## src/rtl/sram_block_reader_pkg.sv

```systemverilog
// Shared constants for the SRAM block reader: FSM encoding and the bus widths
// used by the SRAM arbiter test-runner port.
package sram_block_reader_pkg;
    localparam int DEF_ADDR_WIDTH = 20;
    localparam int DEF_DATA_WIDTH = 16;

    localparam logic [1:0] ST_IDLE  = 2'd0;
    localparam logic [1:0] ST_READ  = 2'd1;
    localparam logic [1:0] ST_ABORT = 2'd2;
endpackage

```

## src/rtl/sram_block_reader_sync_fifo.sv

```systemverilog
// Small synchronous FIFO with flush; head word is presented combinationally.
// DEPTH must be a power of two so the pointers wrap on their own.
module sync_fifo #(
    parameter int DATA_WIDTH = 16,
    parameter int DEPTH      = 4
) (
    input  logic                       clock,
    input  logic                       reset_n,
    input  logic                       push,
    input  logic                       pop,
    input  logic                       flush,
    input  logic [DATA_WIDTH-1:0]      push_data,
    output logic [DATA_WIDTH-1:0]      head_data,
    output logic                       full,
    output logic                       empty,
    output logic [$clog2(DEPTH):0]     level
);
    localparam int AW = $clog2(DEPTH);
    localparam int LW = AW + 1;

    logic [DATA_WIDTH-1:0] mem [DEPTH];
    logic [AW-1:0]         wr_ptr;
    logic [AW-1:0]         rd_ptr;

    assign full      = (level == LW'(DEPTH));
    assign empty     = (level == '0);
    assign head_data = mem[rd_ptr];

    always_ff @(posedge clock) begin
        if (push) begin
            mem[wr_ptr] <= push_data;
        end
    end

    // Flush wins over a simultaneous push/pop: the caller discards that word.
    always_ff @(posedge clock) begin
        if (!reset_n || flush) begin
            wr_ptr <= '0;
            rd_ptr <= '0;
            level  <= '0;
        end else begin
            if (push) wr_ptr <= wr_ptr + AW'(1);
            if (pop)  rd_ptr <= rd_ptr + AW'(1);
            if (push && !pop) begin
                level <= level + LW'(1);
            end else if (pop && !push) begin
                level <= level - LW'(1);
            end
        end
    end
endmodule

```

## src/rtl/sram_block_reader.sv

```systemverilog
// Avalon-MM read master that fetches a block of consecutive SRAM words and
// streams them out through a small FIFO.
module sram_block_reader
    import sram_block_reader_pkg::*;
#(
    parameter int ADDR_WIDTH = DEF_ADDR_WIDTH,
    parameter int DATA_WIDTH = DEF_DATA_WIDTH,
    parameter int BE_WIDTH   = DATA_WIDTH / 8,
    parameter int CNT_WIDTH  = 16,
    parameter int FIFO_DEPTH = 4
) (
    input  logic                          clock,
    input  logic                          reset_n,
    input  logic                          start,
    input  logic                          abort,
    input  logic [ADDR_WIDTH-1:0]         base_address,
    input  logic [CNT_WIDTH-1:0]          word_count,
    output logic                          busy,
    output logic                          done,
    output logic [ADDR_WIDTH-1:0]         mm_address,
    output logic [BE_WIDTH-1:0]           mm_byteenable,
    output logic                          mm_read,
    output logic                          mm_write,
    input  logic [DATA_WIDTH-1:0]         mm_readdata,
    input  logic                          mm_waitrequest,
    output logic [DATA_WIDTH-1:0]         out_data,
    output logic                          out_valid,
    input  logic                          out_ready,
    output logic [$clog2(FIFO_DEPTH):0]   fifo_level,
    output logic [1:0]                    state
);
    logic [1:0]            state_q;
    logic [ADDR_WIDTH-1:0] addr_q;
    logic [CNT_WIDTH-1:0]  remaining_q;
    logic                  done_q;
    logic                  fifo_full;
    logic                  fifo_empty;
    logic                  push;
    logic                  pop;
    logic                  flush;
    logic                  xfer;
    logic                  stalled;

    // Output stream: a word moves on every cycle with out_valid && out_ready;
    // out_data is held stable while out_valid is high and out_ready is low.
    assign state         = state_q;
    assign busy          = (state_q != ST_IDLE);
    assign done          = done_q;
    assign mm_address    = addr_q;
    assign mm_byteenable = '1;
    assign mm_write      = 1'b0;
    assign out_valid     = !fifo_empty;

    // ABORT is only entered with a stalled read, so the request stays up there.
    assign mm_read = ((state_q == ST_READ) && !fifo_full) || (state_q == ST_ABORT);
    assign xfer    = mm_read && !mm_waitrequest;
    assign stalled = mm_read && mm_waitrequest;
    assign push    = (state_q == ST_READ) && xfer && !abort;
    assign pop     = out_valid && out_ready;
    assign flush   = (abort && ((state_q == ST_IDLE) || ((state_q == ST_READ) && !stalled)))
                   || ((state_q == ST_ABORT) && !mm_waitrequest);

    always_ff @(posedge clock) begin
        if (!reset_n) begin
            state_q     <= ST_IDLE;
            addr_q      <= '0;
            remaining_q <= '0;
            done_q      <= 1'b0;
        end else begin
            done_q <= 1'b0;
            case (state_q)
                ST_IDLE: begin
                    if (!abort && start) begin
                        addr_q      <= base_address;
                        remaining_q <= word_count;
                        if (word_count == '0) begin
                            done_q <= 1'b1;
                        end else begin
                            state_q <= ST_READ;
                        end
                    end
                end
                ST_READ: begin
                    if (abort) begin
                        state_q <= stalled ? ST_ABORT : ST_IDLE;
                    end else if (xfer) begin
                        addr_q      <= addr_q + ADDR_WIDTH'(1);
                        remaining_q <= remaining_q - CNT_WIDTH'(1);
                        if (remaining_q == CNT_WIDTH'(1)) begin
                            state_q <= ST_IDLE;
                            done_q  <= 1'b1;
                        end
                    end
                end
                ST_ABORT: begin
                    if (!mm_waitrequest) begin
                        state_q <= ST_IDLE;
                    end
                end
                default: state_q <= ST_IDLE;
            endcase
        end
    end

    sync_fifo #(
        .DATA_WIDTH (DATA_WIDTH),
        .DEPTH      (FIFO_DEPTH)
    ) u_fifo (
        .clock     (clock),
        .reset_n   (reset_n),
        .push      (push),
        .pop       (pop),
        .flush     (flush),
        .push_data (mm_readdata),
        .head_data (out_data),
        .full      (fifo_full),
        .empty     (fifo_empty),
        .level     (fifo_level)
    );
endmodule

```

## config.mk

```make
export PLATFORM = sky130hd
export DESIGN_NAME = sram_block_reader
export DESIGN_NICKNAME = d
export VERILOG_FILES = /design/src/rtl/sram_block_reader_pkg.sv /design/src/rtl/sram_block_reader_sync_fifo.sv /design/src/rtl/sram_block_reader.sv
export SDC_FILE = /design/constraint.sdc
export NUM_CORES = 1
export LEC_CHECK = 0
export CAP_MARGIN = 20
export CORE_UTILIZATION = 33
export DETAILED_ROUTE_END_ITERATION = 7
export GPL_TIMING_DRIVEN = 0
export PLACE_DENSITY = 0.57
export SYNTH_ARGS = -nofsm -noshare
export SYNTH_HDL_FRONTEND = slang
export SYNTH_SLANG_ARGS = --single-unit
```

## constraint.sdc

```tcl
create_clock -name clock -period 3.55 [get_ports clock]
set_input_delay 0.355 -clock clock [delete_from_list [all_inputs] [get_ports clock]]
set_output_delay 0.355 -clock clock [all_outputs]
set_load 0.01 [all_outputs]
```

==> results.py, run 1 <==
metrics = {
    "logic_synthesis": {
        "synth_top_area_cell": "edfxtp_1",
        "synthArstFlopShare_pct": 0,
        "synth_warnings": 0,
        "ys_seq_area_share_pct": 54.6,
        "synth_edf_count": 64,
        "ys_top_cells_by_area": "edfxtp_1 36%, dfxtp_1 18%, mux4_2 6.8%",
        "synth_ff_type": "edfxtp_1",
        "postSynthAreaPerCell_um2": 10.9,
        "syn_inst": 482,
        "ys_ff_latch": 112,
        "synth.top_cell.area_share_pct": 36.4,
        "ys_types": 63,
        "syn_area_um2": 5280,
    },
    "detailed_routing": {
        "drt_iter0_markers": 344,
        "drc": 0,
        "wl_per_cell_um": 17.9,
        "routed_via_density": 5.37,
        "drtAntennaViolNets": 0,
        "vias": 4354,
        "drt_first_pass_iters": 5,
        "routed_wl_um": 14600,
    },
    "timing": {
        "finClkSkew_ns": 0.0102,
        "relSlewSlack_pct": 41.7,
        "hold_viol": 0,
        "fmax_mhz": 336,
        "rsz0062_at_grt": "false",
        "finalSetupViolations": 0,
        "timing.final.crit_period_ns": 2.98,
        "setup_ws_ns": 0.575,
        "worstMarginPinSlew_ns": 0.875,
        "slew_violations": 0,
        "finalCritPeriodShare_pct": 83.8,
        "finalSetupTns_ns": 0,
    },
    "setup_path": {
        "end_kind": "output pin",
        "path_class": "flip-flop to output pin",
        "crit_fanout": 10,
        "crit_arrival_ns": 2.62,
        "rrSetupSlack_ns": 0.77,
        "crit_path_start_kind": "flip-flop",
        "r2r-start": "state[0]",
        "r2r_cells": 12,
        "required_ns": 3.19,
        "r2r_end": "u_fifo.level[2]",
    },
    "floorplanning": {
        "die_h_um": 128,
        "core_um2": 15400,
        "num_rows": 45,
        "pin_count": 106,
        "dieWidth_um": 128,
        "start_util_pct": 34.2,
        "die-area_um2": 16500,
    },
    "global_routing": {
        "grt_max_degree": 20,
        "grt_pass1_wl_um": 22500,
        "grt_overflow_total": 0,
        "grt_pass1_vias": 4193,
        "antenna_found_initial": 0,
        "grt_use_total_pct": 18.0,
    },
    "placed_design": {
        "dp_slack_ns": 0.293,
        "portBuffers": 101,
        "hpwlAfterDp_um": 10400,
        "dpl_cell_area_um2": 6560,
        "gp_congestion": 0.870,
    },
    "clock_network": {
        "cts_resized": 0,
        "cts_buffers": 9,
        "cts_tree": "built",
        "cts_setup_buffers": 0,
        "cts_root_buffer": "clkbuf_16",
        "htreeDepth": 3,
        "ctsHoldBuffers": 0,
        "clkLatencyLatePin_ns": 0.36,
        "cts_sinks": 112,
        "cts.clk_slew.worst_paths_ns": 0.07,
        "cts_max_path_buffers": 2,
    },
    "hold_path": {
        "min-delay-start": "reset_n",
        "worstHoldPathType": "input pin to flip-flop",
        "holdPathStages": 3,
        "holdPathEnd": "done",
    },
    "pwr": {
        "ir_drop_uv": 240,
        "leakage_uw": 0.00231,
        "power_uw": 3030,
        "p_per_area_nw_per_um2": 441,
    },
    "finish": {
        "fin_area_um2": 6860,
        "syn_to_final_growth_pct": 30.0,
        "drive_gt1_share_pct": 9.17,
        "antennaDiodeCount": 0,
        "layout.nets": 662,
    },
    "job": {
        "cap_viol_max_count": 0,
    },
    "run_status": {
        "status": "finished, final reports clean",
    },
}
cell type report:
cell class / count / area [µm²]
Sequential cell: 112 / 2880
Multi-Input combinational cell: 327 / 2190
Tap cell: 211 / 264
Buffer: 35 / 170
Timing Repair Buffer: 101 / 1010
Clock inverter: 6 / 77.6
Clock buffer: 10 / 229
Inverter: 9 / 33.8
Fill cell: 1459 / 8570
metrics by stage:
step / utilization (%) / hold slack [ns] / cells
5_1_grt: 44.5 / 0.428 / 811
4_1_cts: 44.5 / 0.378 / 811
3_5_place_dp: 42.5 / 0.460 / 795
2_1_floorplan: - / 0.443 / 483
6_report: 44.5 / 0.389 / 811
3_3_place_gp: 42.5 / 0.467 / 795
cell families after synthesis:
group / after synthesis / share of synthesized area (%)
AOI/OAI and AO/OA: 113 / 13.8
muxes: 20 / 7.59
DFF: 112 / 54.6
adders and majority gates: 9 / 2.28
xor gates and xnor gates: 6 / 0.996
other: 2 / 0.142
and+or+nand+nor: 176 / 16.7
buffers and inverters: 44 / 3.87
power breakdown:
group | switching, µW | internal (µW) | total [µW]
combinational | 276 | 236 | 512
sequential | 46.0 | 1410 | 1460
clock | 497 | 561 | 1060
total | 819 | 2210 | 3030
worst max-delay path, stage by stage, from the launching register on:
cell and delay (ns):
dfxtp_1 0.31, clkbuf_1 0.44, buf_2 0.44, mux4_2 0.58, clkdlybuf4s50_1 0.50
registers in the layout, summed over array words and instances (netlist names), named ones only:
register	flops
u_fifo.level	3
u_fifo.mem	64
u_fifo.wr_ptr	2
done	1
u_fifo.rd_ptr	2
remaining_q	16
state	2
mm_address	20
cell usage in the layout (no fill, tap or decap), types with 4 or more instances in the layout:
cell type / instances
nand2_1: 39
xor2_1: 4
and2_1: 6
a2bb2oi_1: 4
buf_2: 7
o21ai_0: 30
nor4_1: 6
nand4_1: 7
edfxtp_1: 64
a21oi_1: 36
nand2b_1: 4
nor2b_1: 4
nor3_1: 18
clkbuf_16: 9
ha_1: 8
or3_1: 5
nor2_1: 45
mux2i_1: 4
buf_4: 6
clkdlybuf4s50_1: 101
and3_1: 8
or4_1: 5
nand3_1: 17
dfxtp_1: 48
mux4_2: 16
clkbuf_1: 21
inv_1: 8
worst max path at each step:
stage / startpoint / end / depth (start not counted)
finish: flip-flop / out_data[14] / 4
global route: flip-flop / out_data[6] / 4
CTS: flip-flop / out_data[14] / 4
detailed placement: mm_waitrequest / u_fifo.level[2] / 12
global placement: mm_waitrequest / u_fifo.level[2] / 12
floorplan: state[0] / u_fifo.level[2] / 12
layer usage:
layer / wire [µm] / vias to the layer above / share of wire (%) / GRT usage (%)
li1: - / 2038 / - / -
met1: 6410 / 2127 / 44 / 22.9
met2: 7050 / 170 / 48 / 30.6
met3: 838 / 19 / 5.8 / 3.04
met4: 265 / 0 / 1.8 / 6.57
met5: 0 / - / 0 / 0
cell usage after synthesis, drive strengths merged, types with 3 or more instances:
cell type,count
nand2,39
nand3,17
mux4,16
a31oi,3
clkbuf,20
xor2,4
buf,15
nor2,45
ha,8
a2111oi,3
a211oi,3
edfxtp,64
a311oi,3
mux2i,4
and2,7
nor4,6
o21ai,33
inv,8
and4,3
nor2b,4
o22ai,3
a31o,3
o211ai,3
dfxtp,48
nand4,7
a2bb2oi,4
or3,5
nor3,18
and3,8
or4,5
nand2b,4
a21oi,36
Power figures use the tool's default switching activity.
==> run 2: changes to the inputs <==
==> constraint.sdc (replaced) <==
create_clock -name clock -period 2.8 [get_ports clock]
set_input_delay 0.28 -clock clock [delete_from_list [all_inputs] [get_ports clock]]
set_output_delay 0.28 -clock clock [all_outputs]
set_load 0.01 [all_outputs]
==> results.py, run 2 (synthesized netlist as in run 1, its figures left out) <==
metrics = {
    "run_status": {
        "status": "finished, final reports clean",
    },
    "finish": {
        "syn_to_final_growth_pct": 30.3,
        "regMostFlops": "u_fifo.mem",
        "antennaDiodeCount": 0,
        "final_common_cell": "clkdlybuf4s50_1",
        "drive_gt1_share_pct": 9.68,
        "layout.nets": 661,
        "largest_register_ffs": 64,
        "stdcell_count": 810,
        "layout_common_cells": "101 x clkdlybuf4s50_1, 64 x edfxtp_1, 48 x dfxtp_1",
        "utilization_pct": 44.6,
    },
    "global_routing": {
        "grt_max_degree": 20,
        "grt_pass1_vias": 4190,
        "grt_overflow_total": 0,
        "grt_pass1_wl_um": 22500,
        "antenna_found_initial": 0,
        "grt_use_total_pct": 18.0,
    },
    "pwr": {
        "p_per_area_nw_per_um2": 559,
        "intPower_uw": 2800,
        "power.switching_uw": 1040,
        "power_uw": 3840,
        "p_sw_share_pct": 27.1,
        "leakage_uw": 0.00233,
        "ir_drop_uv": 306,
        "seqPwrFrac_pct": 48.1,
        "combPwrFrac_pct": 16.9,
        "p_clk_share_pct": 35.0,
    },
    "detailed_routing": {
        "drt_iter0_markers": 317,
        "routed_via_density": 5.37,
        "drc": 0,
        "drt_first_pass_iters": 4,
        "drtAntennaViolNets": 0,
        "wl_per_cell_um": 17.9,
        "routed_wl_um": 14500,
        "vias": 4351,
    },
    "job": {
        "cap_viol_max_count": 0,
    },
    "clock_network": {
        "cts_sinks": 112,
        "cts.clk_slew.worst_paths_ns": 0.07,
        "htreeDepth": 3,
        "cts_root_buffer": "clkbuf_16",
        "cts_tree": "built",
        "cts_max_path_buffers": 2,
        "clkLatencyLatePin_ns": 0.36,
        "cts_buffers": 9,
    },
    "timing": {
        "timing.final.crit_period_ns": 2.66,
        "relSlewSlack_pct": 41.3,
        "worstMarginPinSlew_ns": 0.880,
        "finalSetupViolations": 0,
        "finalCritPeriodShare_pct": 95.1,
        "setup_ws_ns": 0.137,
        "finClkSkew_ns": 0.0102,
        "fmax_mhz": 376,
        "hold_viol": 0,
        "slew_violations": 0,
    },
    "setup_path": {
        "end_kind": "flip-flop",
        "required_ns": 3.02,
        "crit_path_start_kind": "input pin",
        "crit_arrival_ns": 2.89,
        "crit_fanout": 10,
        "path_class": "input pin to flip-flop",
    },
    "floorplanning": {
        "die_h_um": 128,
        "pin_count": 106,
        "start_util_pct": 34.2,
        "die-area_um2": 16500,
        "num_rows": 45,
        "core_um2": 15400,
        "dieWidth_um": 128,
    },
    "placed_design": {
        "gp_congestion": 0.870,
        "hpwlAfterDp_um": 10400,
        "dp.cells": 795,
        "dp_slack_ns": -0.382,
        "portBuffers": 101,
    },
    "hold_path": {
        "worstHoldPathType": "input pin to flip-flop",
    },
}
[run 2: worst max-delay path: stages]
cell	delay, ns
clkdlybuf4s50_1	0.51
or4b_4	0.57
nand2b_4	0.19
inv_1	0.09
buf_6	0.14
ha_2	0.19
inv_1	0.05
fa_1	0.37
xor2_1	0.15
nor2_1	0.14
xnor2_1	0.13
nor2_1	0.05
[run 2: power by group through the flow]
| stage | clock network [µW] | registers [µW] | logic (µW) |
|---|---|---|---|
| final | 1340 | 1850 | 649 |
| after global routing | 1420 | 1860 | 702 |
| after CTS | 1370 | 1850 | 645 |
| after detailed placement | 0 | 1880 | 643 |
| after global placement | 0 | 1880 | 637 |
| after floorplan | 0 | 1880 | 340 |
[run 2: repair_timing]
action | in CTS | in global routing
setup buffers | 0 | 0
endpoints found under the setup margin | 11 | 1
hold buffers | 0 | 0
gates resized for setup | 3 | 3
pin swaps | 0 | 1
gates cloned | 0 | 0
[run 2: routing by layer]
layer  global-route usage (%)  vias to the layer above  wire (µm)
met3                     3.04                       21        810
met2                     30.6                      168       7050
met4                     6.57                        0        273
met5                        0                        -          0
li1                         -                     2034          -
met1                     22.9                     2128       6390
[run 2: final timing paths]
path | from | end | slack, ns | cells after the start
worst max register to register | state[0] | u_fifo.level[2] | 0.15 | 12
worst min register to register | remaining_q[9] | remaining_q[9] | 0.47 | 2
worst min-delay path | reset_n | done | 0.31 | 3
worst max-delay path | mm_waitrequest | u_fifo.level[2] | 0.14 | 12
[run 2: final cells by class]
class | instances | area (µm²)
clock buffers | 10 | 229
plain buffers | 34 | 174
repair buffers | 101 | 1010
flip-flops and latches | 112 | 2880
multi-input cells | 327 | 2200
clock inverters | 6 | 77.6
well taps | 211 | 264
inverters | 9 | 33.8
fillers | 1461 | 8550
[run 2: stage by stage]
| stage | hold slack (ns) | setup TNS, ns | area, µm² |
|---|---|---|---|
| after detailed placement | 0.460 | -18.11 | 6560 |
| after global routing | 0.353 | -0.00443 | 6880 |
| after CTS | 0.303 | 0 | 6860 |
| final | 0.314 | 0 | 6880 |
| after floorplan | 0.379 | 0 | 5280 |
| after global placement | 0.467 | -18.22 | 6560 |
==> run 3: changes to the inputs <==
--- a/config.mk
+++ b/config.mk
@@ -5,7 +5,6 @@
 export SDC_FILE = /design/constraint.sdc
 export NUM_CORES = 1
 export LEC_CHECK = 0
-export CAP_MARGIN = 20
 export CORE_UTILIZATION = 33
 export DETAILED_ROUTE_END_ITERATION = 7
 export GPL_TIMING_DRIVEN = 0
==> constraint.sdc (replaced) <==
create_clock -name clock -period 2.8 [get_ports clock]
set_input_delay 0.28 -clock clock [delete_from_list [all_inputs] [get_ports clock]]
set_output_delay 0.28 -clock clock [all_outputs]
set_load 0.02 [all_outputs]
==> results.py, run 3 (synthesized netlist as in run 1, its figures left out) <==
metrics = {
    "timing": {
        "relSlewSlack_pct": 40.9,
        "finalCritPeriodShare_pct": 95.1,
        "finalSetupTns_ns": 0,
        "worstMarginPinSlew_ns": 0.887,
        "rsz0062_at_grt": "true",
        "fmax_mhz": 376,
        "finalSetupViolations": 0,
        "timing.final.crit_period_ns": 2.66,
        "slew_violations": 0,
        "hold_ws_ns": 0.313,
        "finClkSkew_ns": 0.0105,
        "hold_viol": 0,
    },
    "finish": {
        "syn_to_final_growth_pct": 30.3,
        "utilization_pct": 44.5,
        "layout_common_cells": "101 x clkdlybuf4s50_1, 64 x edfxtp_1, 47 x dfxtp_1",
        "layout.nets": 661,
        "drive_gt1_share_pct": 9.85,
        "regMostFlops": "u_fifo.mem",
        "antennaDiodeCount": 0,
        "largest_register_ffs": 64,
        "final_common_cell": "clkdlybuf4s50_1",
        "fin_area_um2": 6870,
    },
    "clock_network": {
        "cts.clk_slew.worst_paths_ns": 0.07,
        "cts_sinks": 112,
        "cts_tree": "built",
        "cts_root_buffer": "clkbuf_16",
        "cts_max_path_buffers": 2,
        "clkLatencyLatePin_ns": 0.36,
        "htreeDepth": 3,
        "cts_buffers": 9,
    },
    "floorplanning": {
        "dieWidth_um": 128,
        "core_um2": 15400,
        "die_h_um": 128,
        "pin_count": 106,
        "die-area_um2": 16500,
        "start_util_pct": 34.2,
        "num_rows": 45,
    },
    "placed_design": {
        "hpwlAfterDp_um": 10400,
        "portBuffers": 101,
        "gp_congestion": 0.870,
        "dpl_cell_area_um2": 6560,
    },
    "setup_path": {
        "r2r_cells": 12,
        "r2r_end": "u_fifo.level[2]",
        "r2r-start": "state[0]",
        "crit_path_start_kind": "input pin",
        "rrSetupSlack_ns": 0.14,
        "end_kind": "flip-flop",
        "crit_arrival_ns": 2.89,
        "path_class": "input pin to flip-flop",
        "crit_fanout": 10,
        "required_ns": 3.02,
    },
    "detailed_routing": {
        "vias": 4339,
        "drc": 0,
        "drt_iter0_markers": 317,
        "routed_wl_um": 14500,
        "wl_per_cell_um": 18.0,
        "routed_via_density": 5.36,
        "drt_first_pass_iters": 4,
        "drtAntennaViolNets": 0,
    },
    "hold_path": {
        "holdPathEnd": "done",
        "worstHoldPathType": "input pin to flip-flop",
        "holdPathStages": 3,
        "min-delay-start": "reset_n",
    },
    "pwr": {
        "intPower_uw": 2800,
        "leakage_uw": 0.00233,
        "seqPwrFrac_pct": 47.7,
        "p_per_area_nw_per_um2": 564,
        "ir_drop_uv": 307,
        "p_sw_share_pct": 27.7,
        "p_clk_share_pct": 34.7,
        "power.switching_uw": 1070,
        "combPwrFrac_pct": 17.6,
    },
    "global_routing": {
        "grt_max_degree": 20,
        "grt_pass1_wl_um": 22500,
        "grt_use_total_pct": 18.0,
        "grt_overflow_total": 0,
        "grt_pass1_vias": 4190,
        "antenna_found_initial": 0,
    },
    "job": {
        "cap_viol_max_count": 0,
    },
    "run_status": {
        "status": "finished, final reports clean",
    },
}
run 3: area by class of cell:
type                            instances  area, µm²
Tap cell                              211        264
Fill cell                            1460       8550
Inverter                                9       33.8
Sequential cell                       112       2880
Clock buffer                           10        229
Multi-Input combinational cell        327       2200
Timing Repair Buffer                  101       1010
Buffer                                 34        170
Clock inverter                          6       77.6
run 3: worst max path at each step:
stage / start / end / slack [ns] / depth (start not counted)
floorplan: state[0] / u_fifo.level[2] / 0.15 / 12
global placement: mm_waitrequest / u_fifo.level[2] / -0.34 / 12
detailed placement: mm_waitrequest / u_fifo.level[2] / -0.38 / 12
CTS: state[0] / u_fifo.level[2] / 0.02 / 12
global route: state[0] / u_fifo.level[2] / -0.004 / 12
finish: mm_waitrequest / u_fifo.level[2] / 0.14 / 12
run 3: critical path, cell delays in order:
cell             delay (ns)
clkdlybuf4s50_1        0.51
or4b_4                 0.57
nand2b_4               0.19
inv_1                  0.07
buf_4                  0.17
ha_2                   0.20
inv_1                  0.05
fa_1                   0.37
xor2_1                 0.15
nor2_1                 0.13
xnor2_1                0.13
nor2_1                 0.05
run 3: repair_timing:
| item | CTS | global route |
|---|---|---|
| buffers inserted | 0 | 0 |
| resized for setup | 3 | 3 |
| hold buffers | 0 | 0 |
| pin swaps | 0 | 0 |
| endpoints found under the setup margin | 11 | 8 |
run 3: per-stage QoR:
step	power [µW]	std cells	worst slack, ns
6_report	3880	810	0.138
5_1_grt	4020	810	-0.00381
4_1_cts	3900	810	0.0182
3_5_place_dp	2560	795	-0.382
3_3_place_gp	2550	795	-0.337
2_1_floorplan	2260	483	0.153
run 3: power groups by stage:
stage / Clock, µW / Sequential (µW) / Combinational (µW)
3_5_place_dp: 0 / 1880 / 677
4_1_cts: 1370 / 1850 / 679
5_1_grt: 1420 / 1860 / 735
3_3_place_gp: 0 / 1880 / 671
6_report: 1340 / 1850 / 682
2_1_floorplan: 0 / 1900 / 353
run 3: metal layers:
| metal | global-route usage [%] | up-vias | wire length (µm) | share of wire, % |
|---|---|---|---|---|
| met5 | 0 | - | 0 | 0 |
| met4 | 6.57 | 0 | 277 | 1.9 |
| met3 | 3.04 | 21 | 829 | 5.7 |
| met2 | 30.6 | 162 | 6970 | 48 |
| met1 | 22.9 | 2125 | 6460 | 44 |
| li1 | - | 2031 | - | - |
